**config.mk**
```make
export PLATFORM = sky130hd
export DESIGN_NAME = shift_exec_unit
export DESIGN_NICKNAME = d
export VERILOG_FILES = /design/src/rtl/shift_exec_unit_pkg.sv /design/src/rtl/shift_exec_unit_shift_stage.sv /design/src/rtl/shift_exec_unit.sv
export SDC_FILE = /design/constraint.sdc
export NUM_CORES = 1
export LEC_CHECK = 0
export ABC_AREA = 1
export CAP_MARGIN = 20
export CORE_ASPECT_RATIO = 2
export CORE_MARGIN = 2
export CORE_UTILIZATION = 40
export DETAILED_ROUTE_END_ITERATION = 6
export PLACE_DENSITY_LB_ADDON = 0.05
export SKIP_LAST_GASP = 1
export SYNTH_ARGS = -nofsm -noshare
export SYNTH_HDL_FRONTEND = slang
export SYNTH_SLANG_ARGS = --single-unit
```
**constraint.sdc**
```tcl
create_clock -name clk -period 1.7 [get_ports clk]
set_clock_uncertainty 0.05 [all_clocks]
set_input_delay 0.17 -clock clk [delete_from_list [all_inputs] [get_ports clk]]
set_output_delay 0.17 -clock clk [all_outputs]
set_load 0.05 [all_outputs]
```
**src/rtl/shift_exec_unit_pkg.sv**
```systemverilog
// Shared ISA definitions for the shift execution unit.
// Op encodings, data width and the stage-1 to stage-2 bundle.
package shift_exec_unit_pkg;

  localparam int XLEN = 16;

  typedef enum logic [1:0] {
    OP_ROL = 2'b00,
    OP_SLL = 2'b01,
    OP_ROR = 2'b10,
    OP_SRL = 2'b11
  } shift_op_e;

  // Partially shifted operand plus what stage 2 still has to do.
  typedef struct packed {
    shift_op_e       op;
    logic [1:0]      cnt_hi;
    logic [XLEN-1:0] data;
  } s1_t;

endpackage

```
**src/rtl/shift_exec_unit_shift_stage.sv**
```systemverilog
// shift_stage: one combinational ROL/SLL/ROR/SRL step.
// Ports: i_op, i_amt (0..3 steps of GRAN bits), i_data -> o_data.
module shift_stage
  import shift_exec_unit_pkg::*;
#(
  parameter int GRAN = 1
) (
  input  shift_op_e       i_op,
  input  logic [1:0]      i_amt,
  input  logic [XLEN-1:0] i_data,
  output logic [XLEN-1:0] o_data
);

  localparam int SW = $clog2(XLEN) + 1;

  logic [SW-1:0] w_sh;
  logic [SW-1:0] w_inv;

  assign w_sh  = SW'(i_amt) * SW'(GRAN);
  // Shifting by the full width yields 0, so a zero
  // amount makes the wrap-around term vanish.
  assign w_inv = SW'(XLEN) - w_sh;

  always_comb begin
    o_data = i_data;
    unique case (i_op)
      OP_ROL: o_data = (i_data << w_sh)
                     | (i_data >> w_inv);
      OP_SLL: o_data = i_data << w_sh;
      OP_ROR: o_data = (i_data >> w_sh)
                     | (i_data << w_inv);
      OP_SRL: o_data = i_data >> w_sh;
      default: o_data = i_data;
    endcase
  end

endmodule

```
**src/rtl/shift_exec_unit.sv**
```systemverilog
// shift_exec_unit: two-stage valid/ready shift/rotate pipeline.
// Ports: clk, rst, in_valid/in_ready/in_op/in_data/in_cnt,
//        out_valid/out_ready/out_data.
module shift_exec_unit
  import shift_exec_unit_pkg::*;
(
  input  logic            clk,
  input  logic            rst,
  input  logic            in_valid,
  output logic            in_ready,
  input  logic [1:0]      in_op,
  input  logic [XLEN-1:0] in_data,
  input  logic [3:0]      in_cnt,
  output logic            out_valid,
  input  logic            out_ready,
  output logic [XLEN-1:0] out_data
);

  logic            r_s1_v;
  s1_t             r_s1;
  logic            r_s2_v;
  logic [XLEN-1:0] r_s2_data;

  logic            w_s2_load;
  logic [XLEN-1:0] w_s1_res;
  logic [XLEN-1:0] w_s2_res;
  shift_op_e       w_op;

  assign w_op = shift_op_e'(in_op);

  // Stage 2 may drain and refill in the same cycle.
  assign w_s2_load = !r_s2_v || out_ready;
  assign in_ready  = !r_s1_v || w_s2_load;

  assign out_valid = r_s2_v;
  assign out_data  = r_s2_data;

  shift_stage #(.GRAN(1)) u_st1 (
    .i_op   (w_op),
    .i_amt  (in_cnt[1:0]),
    .i_data (in_data),
    .o_data (w_s1_res)
  );

  shift_stage #(.GRAN(4)) u_st2 (
    .i_op   (r_s1.op),
    .i_amt  (r_s1.cnt_hi),
    .i_data (r_s1.data),
    .o_data (w_s2_res)
  );

  always_ff @(posedge clk or posedge rst) begin
    if (rst) begin
      r_s1_v <= 1'b0;
      r_s1   <= '0;
    end else if (in_ready) begin
      r_s1_v <= in_valid;
      if (in_valid) begin
        r_s1.op     <= w_op;
        r_s1.cnt_hi <= in_cnt[3:2];
        r_s1.data   <= w_s1_res;
      end
    end
  end

  always_ff @(posedge clk or posedge rst) begin
    if (rst) begin
      r_s2_v    <= 1'b0;
      r_s2_data <= '0;
    end else if (w_s2_load) begin
      r_s2_v <= r_s1_v;
      if (r_s1_v) r_s2_data <= w_s2_res;
    end
  end

endmodule

```
==> metrics.cfg, run 1 <==
[layout]
areaGrowthSynthToFinish_pct=29.4
fillers=850
fin_area_sq_mm=0.00431
seq_area_sq_um=952
nets=672
multi_input_area_sq_mm=0.00218
drive_gt1_share_pct=13.0
diodes=0

[outcome]
status=finished, final reports clean

[critical_path]
crit_fanout=4
crit_path_end_kind=flip-flop
crit_family=simple AND/OR/NAND/NOR gates
cp_slowest_cell=dfrtp_1
crit_path_start=r_s1[16]
r2r_start=r_s1[16]
worst_r2r_endpoint=out_data[0]
crit_end=out_data[0]
cp_data_arrival_time_ps=1790
cp-start-kind=flip-flop
worstPathRequired_ps=1860
rrSetupSlack_ps=70
path_cells=inv_1 -> ha_4 -> nor2_4 -> nand2_1 -> nand2_2 -> nand2_1 -> nand2_1 -> nand2_1 -> a21oi_1
path_common_cell=nand2_1
path_class=flip-flop to flip-flop
cp.buffers_inverters=1
slowest_delay_ps=380
reg2reg_depth=9
crit_cells=9

[drt]
first_pass_iters=5
vias_per_cell=5.53
wl_met3_um=406
route.detailed.drc=0
drt_wl_total_um=12500
vias=4108
wire_per_inst_um=16.9
final_antenna_net_count=0
wl_met1_um=4160
drt-initial-drc-count=314
topRoutingLayerUsed=met4
dr_wl_met2_um=7200

[power_and_ir_drop]
power.share.clock_pct=23.4
swShare_pct=45.8
p_comb_share_pct=51.5
p_int_mw=2.97
p_leak_nw=2.28
p_sw_mw=2.51
power_density_mw_per_mm2=1270
ir_drop_mv=0.483
seqPwrFrac_pct=25.1

[sta]
finalCritPeriodShare_pct=96.1
finalHoldViolations=0
slew_headroom_pct=66.6
setup_violations=0
hold_slack_ps=180
maxSlewViolCount=0
timing.fmax_mhz=612
rsz0062_at_grt=true
max_slew.worst_pin.slew_ps=500
fin_crit_ps=1630
setup_slack_ps=66.3

[die]
pin_count=44
dieArea_sq_mm=0.00911
fp-row-count=47
initial_core_util_pct=40.7
chipHeight_um=133
die_w_um=68.5
core_area_sq_mm=0.00817

[placement]
place_area_sq_mm=0.00410
io_buffers=43
gp_congestion=0.984
dp_worst_setup_slack_ps=-104
dpl.hpwl_um=10000

[worst_hold_path]
hp-class=primary input to async pin

[synth]
syn_area_per_cell_sq_um=5.74
yosysWarnings=0
synth-edff-count=0
async_flop_share_pct=100
synthCells=580
ys_seq_elements=38
yosysTopAreaCell=dfrtp_1
yosysTopAreaCellShare_pct=28.6
syn_area_sq_mm=0.00333
synth_top_flop_cell=dfrtp_1
yosys-top-cells-area=dfrtp_1, nand2_1, nand3_1, a21oi_1, nor2_1
ys_types=28
syn_nets=608
yosysSeqAreaShare_pct=28.6

[clocking]
htree_levels=2
cts_resized=0
cts_sinks=38
clk_pin_slew_ps=60
worstSkewPairLatency_ps=290
cts_tree=built
cts_made_buffers=5
cts_hold_buf=0
post_cts_buffers=0
cts-root-buf=clkbuf_16
clock_path_buffers=2

[global_route]
antenna_found_initial=0
grt_overflow=0
grt_pass1_vias=4050
grtUsageTotal_pct=29.2
grt_max_degree=39
grt_pass1_wl_um=19900

[run]
timing.max_cap.violations=0

-- registers in the layout, indices dropped and copies added, names as in the netlist --
name,cells
out_data,16
r_s1_v,1
out_valid,1
r_s1,20
-- cell usage after synthesis (2+ instances only) --
cell,count
a21oi_1,42
buf_2,12
buf_4,2
clkbuf_1,10
dfrtp_1,38
ha_1,2
inv_1,25
inv_2,3
nand2_1,252
nand3_1,119
nand4_1,4
nor2_1,35
nor2_2,2
o211ai_1,5
o21ai_0,15
o21ai_1,2
-- worst reg2reg max path: cells and delay by family (launching register included) --
kind,cells,cell delay [ps]
compound gates,1,140
fa+ha+maj,1,240
buf+inv,1,110
flops,1,380
simple gates,6,640
-- power by group through the flow --
stage	logic [mW]	registers, mW	clock network (mW)
global placement	2.79	1.37	0
floorplan	1.30	1.93	0
detailed placement	2.81	1.39	0
CTS	2.82	1.38	1.30
global route	3.07	1.41	1.32
finish	2.82	1.37	1.28
-- worst min path at each step --
| stage | from | endpoint | slack [ps] | depth (start not counted) |
|---|---|---|---|---|
| floorplan | in_cnt[2] | r_s1[16] | 240 | 2 |
| global placement | out_data[13] | out_data[13] | 410 | 2 |
| CTS | rst | out_data[3] | 190 | 3 |
| detailed placement | out_data[12] | out_data[12] | 420 | 2 |
| global route | rst | out_data[2] | 210 | 3 |
| finish | rst | out_data[2] | 180 | 3 |
-- cells in the final DEF (no fill, tap or decap), types with 4 or more instances in the layout --
cell type / n
nand4_1: 4
buf_12: 4
inv_1: 24
dfrtp_1: 37
clkdlybuf4s50_1: 25
nor2_1: 34
inv_2: 4
buf_4: 53
o211ai_1: 5
nand2_2: 5
a21oi_1: 42
clkbuf_16: 5
nand2_1: 248
nand3_1: 118
o21ai_0: 15
-- layer usage --
metal / up-vias / track usage (%)
met3: 45 / 2.72
met1: 1878 / 28.7
met2: 154 / 54.6
li1: 2031 / -
met4: 0 / 17.4
met5: - / 0
-- stage by stage --
step | std cells | TNS [ps] | total power, mW | utilization (%)
after floorplan | 580 | -325 | 3.24 | -
after global placement | 735 | -417 | 4.16 | 50.2
after detailed placement | 735 | -430 | 4.20 | 50.2
after CTS | 743 | 0 | 5.49 | 52.6
after global routing | 743 | -62.1 | 5.80 | 52.7
final | 743 | 0 | 5.47 | 52.7
-- cells by family after synthesis --
group                      Yosys count  share of synthesized area (%)
AOI/OAI and AO/OA                   66                           10.5
DFF                                 38                           28.6
adders and majority gates            2                          0.752
buffers and inverters               56                           7.29
and+or+nand+nor                    418                           52.9
-- cell type report --
cell class                 instances  share of cell area [%]
multi-input combinational        486                    50.6
sequential                        38                    22.1
timing repair buffer              83                    17.2
clock buffer                       6                    3.22
tap                               98                    2.85
inverter                          30                    2.67
clock inverter                     2                    1.39
No activity file was read; power rests on OpenSTA's default activity.
==> run 2, diff against run 1 <==
- PLACE_DENSITY: default -> 0.67
- PLACE_DENSITY_LB_ADDON: 0.05 -> default
==> run 2 against run 1 <==
  * Worst hold slack improved by 1.6 ps
  * Setup slack improved by 43 ps
  * Highest routed layer unchanged
  * Sequential power about the same
  * Critical path type unchanged
  * Largest power group unchanged
  * First-iteration DRC count is 9.6% higher
==> metrics.cfg, run 2 (synthesis results as in run 1) <==
[global_route]
grt_pass1_vias=4078
grt_pass1_wl_um=19400
grt_max_degree=39
grtUsageTotal_pct=28.3
grt_overflow=0
antenna_found_initial=0

[layout]
diodes=0
mostFrequentLayoutCells=nand2_1, nand3_1, buf_4
fin_cells=743
fillers=857
drive_gt1_share_pct=14.0
largest-register=r_s1
mostFrequentLayoutCell=nand2_1
largest_reg_flops=20
multi_input_area_sq_mm=0.00219
areaGrowthSynthToFinish_pct=28.6
nets=672
seq_area_sq_um=952

[die]
pin_count=44
dieArea_sq_mm=0.00911
core_area_sq_mm=0.00817
initial_core_util_pct=40.7
fp-row-count=47
chipHeight_um=133
die_w_um=68.5

[clocking]
clk_pin_slew_ps=60
cts_sinks=38
cts-root-buf=clkbuf_16
worstSkewPairLatency_ps=290
cts_made_buffers=5
htree_levels=2
clock_path_buffers=2
cts_tree=built

[critical_path]
crit_path_end_kind=flip-flop
crit_fanout=19
path_class=flip-flop to flip-flop
rrSetupSlack_ps=110
cp-start-kind=flip-flop
worstPathRequired_ps=1880
cp_data_arrival_time_ps=1770

[drt]
drt_wl_total_um=11900
dr_wl_met2_um=6680
final_antenna_net_count=0
first_pass_iters=5
wl_met1_um=3930
wire_per_inst_um=16.1
vias_per_cell=5.57
route.detailed.drc=0
drt-initial-drc-count=344
topRoutingLayerUsed=met4
vias=4142
wl_met3_um=428

[placement]
placedCellCount=734
dpl.hpwl_um=9450
io_buffers=43
dp_worst_setup_slack_ps=-64.3
gp_congestion=1.05

[sta]
hold_slack_ps=181
finalHoldViolations=0
timing.fmax_mhz=629
fin_crit_ps=1590
slew_headroom_pct=66.4
setup_slack_ps=110
maxSlewViolCount=0
rsz0062_at_grt=false
max_slew.worst_pin.slew_ps=503
setup_violations=0
finalCritPeriodShare_pct=93.6

[worst_hold_path]
hp-class=primary input to async pin

[power_and_ir_drop]
power_density_mw_per_mm2=1210
p_leak_nw=2.26
ir_drop_mv=0.439

[outcome]
status=finished, final reports clean

[run]
timing.max_cap.violations=0

run 2: cell types whose count changed in the layout (fill, tap and decap cells not counted):
cell	change
inv_1	-2
nand2_4	+1
bufinv_16	-2
nand2_2	+1
buf_6	+1
a21oi_1	-2
a21oi_2	+2
inv_2	+2
clkinvlp_4	+1
nand2_1	-2
clkinv_2	+1
buf_4	-1
run 2: report_power, final:
| part | switching (mW) | internal [mW] | leakage [nW] |
|---|---|---|---|
| Sequential | 0.205 | 1.16 | 0.461 |
| Combinational | 1.90 | 0.948 | 1.73 |
| Clock | 0.405 | 0.581 | 0.0729 |
| Total | 2.51 | 2.69 | 2.26 |
run 2: cell type report:
type	count	area share, %
Multi-Input combinational cell	486	51.3
Clock inverter	2	0.292
Sequential cell	38	22.2
Tap cell	98	2.86
Timing Repair Buffer	83	17.4
Inverter	30	2.69
Clock buffer	6	3.24
run 2: path summary, 6_finish.rpt:
check / startpoint / endpoint / cells after the start
min in group clk: in_cnt[3] / r_s1[17] / 3
worst max-delay path: r_s1[17] / out_data[1] / 8
worst min register to register: out_data[6] / out_data[6] / 2
worst max register to register: r_s1[17] / out_data[1] / 8
worst min-delay path: rst / r_s1[7] / 3
max in group asynchronous: rst / out_valid / 3
run 2: metrics by stage:
stage / utilization [%] / area [sq um] / power [mW] / TNS (ps)
floorplan: - / 3380 / 3.24 / -325
global placement: 50.1 / 4090 / 4.13 / -242
detailed placement: 50.1 / 4090 / 4.17 / -318
CTS: 51.9 / 4240 / 5.15 / 0
global route: 52.4 / 4280 / 5.50 / 0
finish: 52.4 / 4280 / 5.20 / 0
run 2: critical path: stages, from the launching register on:
cell and delay [ps]:
dfrtp_1 390, inv_2 80, buf_4 250, nand2_1 160, nand2_2 170, nand2_1 60
nand2_1 120, nand2_1 100, a21oi_2 130
run 2: what timing repair did:
| item | CTS | global route |
|---|---|---|
| hold buffers | 0 | 0 |
| setup endpoints to repair | 0 | 11 |
| resized for setup | 0 | 11 |
| buffers inserted | 0 | 1 |
run 2: layer usage:
| metal | vias up | track usage [%] |
|---|---|---|
| li1 | 2033 | - |
| met1 | 1874 | 27.4 |
| met2 | 171 | 51.1 |
| met3 | 64 | 2.89 |
| met4 | 0 | 20.8 |
| met5 | - | 0 |
